===== config.mk =====
export PLATFORM = sky130hd
export DESIGN_NAME = pio_result_tx
export DESIGN_NICKNAME = d
export VERILOG_FILES = /design/src/rtl/pio_tx_pkg.sv /design/src/rtl/pio_tx_fifo.sv /design/src/rtl/pio_result_tx.sv
export SDC_FILE = /design/constraint.sdc
export NUM_CORES = 1
export LEC_CHECK = 0
export CAP_MARGIN = 0
export CORE_MARGIN = 8
export CORE_UTILIZATION = 40
export DETAILED_ROUTE_END_ITERATION = 16
export GPL_ROUTABILITY_DRIVEN = 0
export GPL_TIMING_DRIVEN = 0
export PLACE_DENSITY_LB_ADDON = 0.15
export RECOVER_POWER = 50
export REMOVE_ABC_BUFFERS = 1
export SYNTH_ARGS = -nofsm -noshare
export SYNTH_HDL_FRONTEND = slang
export SYNTH_HIERARCHICAL = 1
export SYNTH_SLANG_ARGS = --single-unit

===== constraint.sdc =====
create_clock -name clk -period 4.3 [get_ports clk]
set_input_delay 1.29 -clock clk [delete_from_list [all_inputs] [get_ports clk]]
set_output_delay 1.29 -clock clk [all_outputs]
set_load 0.01 [all_outputs]

===== src/rtl/pio_tx_pkg.sv =====
// Shared types and constants for the PIO result transmitter: FSM states,
// PIO bit positions and the fixed PIO word widths.
package pio_tx_pkg;

    typedef enum logic [0:0] {
        IDLE     = 1'b0,
        WAIT_ACK = 1'b1
    } tx_state_e;

    localparam int SEQ_BIT   = 15;
    localparam int LAST_BIT  = 14;
    localparam int ACK_BIT   = 31;
    localparam int FLUSH_BIT = 30;

    localparam int PIO_OUT_W = 16;
    localparam int PIO_IN_W  = 32;

endpackage


===== src/rtl/pio_tx_fifo.sv =====
// Synchronous FIFO with registered storage, wrap-bit pointers and a flush that
// drops every queued entry (flush beats push and pop in the same cycle).
module pio_tx_fifo #(
    parameter int WIDTH = 15,
    parameter int DEPTH = 8
) (
    input  logic             clk,
    input  logic             rst_n,
    input  logic             i_push,
    input  logic             i_pop,
    input  logic             i_flush,
    input  logic [WIDTH-1:0] i_wdata,
    output logic [WIDTH-1:0] o_rdata,
    output logic             o_full,
    output logic             o_empty
);

    localparam int AW = $clog2(DEPTH);
    localparam logic [AW:0] PTR_ONE = {{AW{1'b0}}, 1'b1};

    logic [AW:0]      r_wr_ptr;
    logic [AW:0]      r_rd_ptr;
    logic [WIDTH-1:0] r_mem [DEPTH];
    logic             w_do_push;
    logic             w_do_pop;

    assign o_full    = (r_wr_ptr[AW-1:0] == r_rd_ptr[AW-1:0]) && (r_wr_ptr[AW] != r_rd_ptr[AW]);
    assign o_empty   = (r_wr_ptr == r_rd_ptr);
    assign w_do_push = i_push && !o_full && !i_flush;
    assign w_do_pop  = i_pop && !o_empty && !i_flush;
    assign o_rdata   = r_mem[r_rd_ptr[AW-1:0]];

    // Read/write pointer update; a flush catches the read pointer up to the write pointer.
    always_ff @(posedge clk or negedge rst_n) begin
        if (!rst_n) begin
            r_wr_ptr <= {(AW+1){1'b0}};
            r_rd_ptr <= {(AW+1){1'b0}};
        end else if (i_flush) begin
            r_rd_ptr <= r_wr_ptr;
        end else begin
            if (w_do_push) begin
                r_wr_ptr <= r_wr_ptr + PTR_ONE;
            end
            if (w_do_pop) begin
                r_rd_ptr <= r_rd_ptr + PTR_ONE;
            end
        end
    end

    // Entry storage written on an accepted push.
    always_ff @(posedge clk) begin
        if (w_do_push) begin
            r_mem[r_wr_ptr[AW-1:0]] <= i_wdata;
        end
    end

endmodule


===== src/rtl/pio_result_tx.sv =====
// Result transmitter to the HPS over a PIO pair using a SEQ/ACK toggle handshake.
// Optional feature macro: PIO_TX_FLUSH_EN (HPS-driven FIFO flush on pio_in[30]).
module pio_result_tx
    import pio_tx_pkg::*;
#(
    parameter int DATA_W = 14,
    parameter int DEPTH  = 8
) (
    input  logic                 clk,
    input  logic                 reset_n,
    input  logic                 in_valid,
    output logic                 in_ready,
    input  logic [DATA_W-1:0]    in_data,
    input  logic                 in_last,
    input  logic [PIO_IN_W-1:0]  pio_in,
    output logic [PIO_OUT_W-1:0] pio_out
);

    localparam int ENTRY_W = DATA_W + 1;

    logic [1:0]           r_ack_sync;
    logic                 w_ack_s;
    logic                 w_flush;
    logic                 w_full;
    logic                 w_empty;
    logic                 w_push;
    logic                 w_pop;
    logic                 w_seq;
    logic [ENTRY_W-1:0]   w_rd_entry;
    tx_state_e            r_state;
    tx_state_e            w_state_nxt;
    logic [PIO_OUT_W-1:0] r_pio_out;
    logic [PIO_OUT_W-1:0] w_pio_nxt;
    logic                 w_unused;

    // Two-flop synchroniser for the HPS ACK bit.
    always_ff @(posedge clk or negedge reset_n) begin
        if (!reset_n) begin
            r_ack_sync <= 2'b00;
        end else begin
            r_ack_sync <= {r_ack_sync[0], pio_in[ACK_BIT]};
        end
    end

    assign w_ack_s = r_ack_sync[1];

`ifdef PIO_TX_FLUSH_EN
    logic [2:0] r_flush_sync;

    // Flush synchroniser plus one delay stage for rising-edge detection.
    always_ff @(posedge clk or negedge reset_n) begin
        if (!reset_n) begin
            r_flush_sync <= 3'b000;
        end else begin
            r_flush_sync <= {r_flush_sync[1:0], pio_in[FLUSH_BIT]};
        end
    end

    assign w_flush  = r_flush_sync[1] & ~r_flush_sync[2];
    assign w_unused = ^pio_in[FLUSH_BIT-1:0];
`else
    assign w_flush  = 1'b0;
    assign w_unused = ^pio_in[FLUSH_BIT:0];
`endif

    assign in_ready = ~w_full;
    assign w_push   = in_valid & ~w_full;
    assign w_seq    = r_pio_out[SEQ_BIT];
    assign pio_out  = r_pio_out;

    pio_tx_fifo #(
        .WIDTH (ENTRY_W),
        .DEPTH (DEPTH)
    ) u_fifo (
        .clk     (clk),
        .rst_n   (reset_n),
        .i_push  (w_push),
        .i_pop   (w_pop),
        .i_flush (w_flush),
        .i_wdata ({in_last, in_data}),
        .o_rdata (w_rd_entry),
        .o_full  (w_full),
        .o_empty (w_empty)
    );

    // Handshake FSM: next state, next PIO word and FIFO pop request.
    always_comb begin
        w_state_nxt = r_state;
        w_pio_nxt   = r_pio_out;
        w_pop       = 1'b0;
        if (w_flush) begin
            // Nothing pending afterwards: SEQ follows the current ACK.
            w_state_nxt        = IDLE;
            w_pio_nxt          = {PIO_OUT_W{1'b0}};
            w_pio_nxt[SEQ_BIT] = w_ack_s;
        end else begin
            case (r_state)
                IDLE: begin
                    if (!w_empty) begin
                        w_pop                 = 1'b1;
                        w_pio_nxt[SEQ_BIT]    = ~w_seq;
                        w_pio_nxt[LAST_BIT:0] = w_rd_entry;
                        w_state_nxt           = WAIT_ACK;
                    end else begin
                        w_state_nxt = IDLE;
                    end
                end
                WAIT_ACK: begin
                    if (w_ack_s == w_seq) begin
                        if (!w_empty) begin
                            w_pop                 = 1'b1;
                            w_pio_nxt[SEQ_BIT]    = ~w_seq;
                            w_pio_nxt[LAST_BIT:0] = w_rd_entry;
                            w_state_nxt           = WAIT_ACK;
                        end else begin
                            w_state_nxt = IDLE;
                        end
                    end else begin
                        w_state_nxt = WAIT_ACK;
                    end
                end
                default: begin
                    w_state_nxt = IDLE;
                end
            endcase
        end
    end

    // State and PIO output register; all 16 PIO bits update on the same edge.
    always_ff @(posedge clk or negedge reset_n) begin
        if (!reset_n) begin
            r_state   <= IDLE;
            r_pio_out <= {PIO_OUT_W{1'b0}};
        end else begin
            r_state   <= w_state_nxt;
            r_pio_out <= w_pio_nxt;
        end
    end

endmodule


==> results of run 1 <==
## where the power goes
group / switching, mW / internal (mW) / total [mW]
registers: 0.257 / 1.78 / 2.04
clock network: 0.571 / 0.934 / 1.50
logic: 0.598 / 0.875 / 1.47
total: 1.43 / 3.59 / 5.01
## metrics by stage
step	hold WS, ps	util [%]
after floorplan	331	-
after global placement	343	43.4
after detailed placement	337	44.5
after CTS	350	48.6
after global routing	353	48.5
final	348	48.5
## sequential cells by signal (all words and copies together), names as in the netlist
register         cells
u_fifo/r_wr_ptr      4
pio_out             16
u_fifo/r_mem       120
u_fifo/r_rd_ptr      4
r_ack_sync           2
r_state              1
## critical path, stage by stage, from the launching register on
cell	delay, ps
dfrtp_1	1040
xnor2_1	270
nand3_1	240
nor2_1	250
inv_1	70
clkdlybuf4s50_1	480
## worst max path at each step
stage,startpoint,end,cells past startpoint,slack [ps]
5_1_grt,u_fifo/r_rd_ptr[2],in_ready,5,80
2_1_floorplan,u_fifo/r_rd_ptr[0],u_fifo/r_mem[0][0],8,620
6_report,u_fifo/r_rd_ptr[2],in_ready,5,250
3_5_place_dp,in_valid,u_fifo/r_mem[0][14],7,430
4_1_cts,u_fifo/r_rd_ptr[2],in_ready,5,210
3_3_place_gp,u_fifo/r_rd_ptr[0],u_fifo/r_mem[4][12],8,-1430
## cells by family (layout without fill, tap and decap cells)
logic type	count (synthesis)	count (layout)	synth area share, %
AND/OR/NAND/NOR	39	39	3.28
adder cells (fa/ha/maj)	2	2	0.416
multiplexers	64	64	19.8
XOR/XNOR	8	8	1.66
buffers and inverters	20	82	2.22
flip-flops	147	147	71.1
other	1	2	0.0623
AO/OA/AOI/OAI	9	9	1.48
## Yosys cell counts
master    count  share of area [%]
nand4_1       2               0.21
nor3b_1       1               0.12
nor2b_1       3               0.31
and4b_1       1               0.17
buf_2         3               0.25
xor2_2        1               0.27
ha_1          2               0.42
xor2_1        2               0.29
mux2_4        9                2.2
or3_1         2               0.21
conb_1        1              0.062
a211o_1       1               0.15
inv_1         5               0.31
buf_12        1               0.33
a21oi_1       1              0.083
a221oi_1      1               0.15
nor3_1        3               0.25
mux4_2        3                1.1
nand2b_1      4               0.42
a41oi_2       1               0.27
buf_6         5               0.94
a21oi_4       1               0.27
xnor2_2       3               0.81
edfxtp_1    120                 60
clkbuf_1      5               0.31
mux2_2       23                4.3
a221o_1       2               0.33
mux2i_1       2               0.33
a32oi_1       1               0.15
o21ai_0       1              0.083
nor2_1        8               0.50
nand2_1      10               0.62
dfrtp_1      27                 11
clkbuf_2      1              0.083
xnor2_1       2               0.29
nand3_1       4               0.33
mux4_1       27                 12
and3b_1       1               0.15
## final cells by class
type | instances | area, sq um
clock buffers | 18 | 439
clock inverters | 14 | 171
fillers | 1249 | 7720
inverters | 5 | 18.8
multi-input cells | 124 | 1620
flip-flops and latches | 147 | 4280
well taps | 188 | 235
repair buffers | 45 | 492
## routing by layer
metal,up-vias,part of all wire [%]
met5,-,0
met4,0,0.85
met3,9,4.2
met2,45,50
met1,1467,45
li1,1296,-
==> results.yml, run 1 <==
timing:
  skew_ps: 6.96
  fin_crit_sh_pct: 94.1
  relSlewSlack_pct: -16.7
  fmax_mhz: 247
  fin_setup_tns_ps: 0
  hold_viol: 0
  finalMaxSlewViolations: 28
  finalWorstSetupSlack_ps: 255
  min_period_ps: 4050
  worst_slew_pin_slew_ps: 1750
  rsz0062_at_grt: "false"
  final-setup-viol-count: 0
yosys:
  yosysSeqAreaShare_pct: 71.1
  syn_area_per_cell_sq_um: 20.8
  yosys_warnings: 6
  synthCells: 290
  syn_area_sq_um: 6020
  yosysUniqueCellTypes: 38
  ys_ff_latch: 147
cts:
  cts_sinks: 147
  cts_setup_buffers: 0
  htreeDepth: 4
  holdBufCountCts: 0
  clkSlewWorstSetupHoldPaths_ps: 60
  cts_tree: "yes"
  cts_buffers: 17
  post_cts_resized: 0
  clockRootBuffer: "clkbuf_16"
  clk_path_buf_depth: 2
  clk_latency_ps: 410
floorplan:
  dieWidth_um: 139
  dieArea_sq_um: 19200
  die_h_um: 139
  io-pin-count: 67
  core_sq_um: 15000
  row_count: 45
  start_util_pct: 40.2
power_and_ir_drop:
  pwr_density_cell_nw_per_um2: 691
  power_leakage_nw: 2.55
  total_power_mw: 5.01
  peakVddDrop_mv: 0.327
detailed_routing:
  wl_um: 11400
  vias: 2817
  drc_errors: 0
  ant_nets: 0
  initialDrtViolationCount: 132
  viasPerCell: 5.21
  drt-wirelength-per-cell_um: 21.1
  dr.pass1.iters: 4
layout:
  mostFrequentLayoutCell: "edfxtp_1"
  stdcell_count: 541
  syn_to_final_growth_pct: 20.6
  final_nets: 392
  num_antenna_cells: 0
  drive_gt1_share_pct: 25.2
  layout_common_cells: "edfxtp_1, mux4_1, dfrtp_1"
  stdcell_area_sq_um: 7260
global_route:
  grt_util_met3_pct: 4.37
  antenna_found_initial: 0
  grt-busiest-layer: "met2"
  grt_pass1_wl_um: 17800
  grt_pass1_vias: 3073
  grt-ovfl-total: 0
  use_met1_pct: 15.0
  met2_usage_pct: 20.7
  grt_usage_pct: 12.5
  grt_max_degree: 35
status:
  failed_checks: "max-capacitance violations, max-slew violations"
  status: "finished with violations"
min_path:
  hold_end: "r_ack_sync[1]"
  hold_path_depth: 0
  hp-start: "r_ack_sync[0]"
  holdCritPathClass: "flop to flop"
worst_setup_path:
  reg2reg_from: "u_fifo/r_rd_ptr[2]"
  critPathLaunchType: "flop"
  rrSetupSlack_ps: 390
  r2r_cells: 9
  rr_endpoint: "u_fifo/r_mem[0][5]"
  cp_max_fo: 19
  crit_arrival_ps: 2760
  worstSetupPathType: "flop to output pin"
  required_ps: 3010
  end_kind: "output pin"
place:
  placed_cell_area_sq_um: 6660
  port_buffers: 35
  dp.cells: 509
  dp_worst_setup_slack_ps: 428
  place_hpwl_um: 7030
flow_run:
  cap_violations: 1
Note: power is estimated with default switching activity, not from simulation.
==> run 2: changes to the inputs <==
- clock period: 4.3 -> 4.6 ns (I/O delays scaled with it)
==> results of run 2 <==
The final DEF is identical to that of run 1. Status: finished with violations: max-capacitance violations, max-slew violations.
Main changes from that run: setup slack after placement 428 ps -> 638 ps; setup slack after layout 255 ps -> 465 ps; register-to-register setup slack 390 ps -> 690 ps; total power 5.01 mW -> 4.69 mW; worst IR drop on VDD 0.327 mV -> 0.306 mV
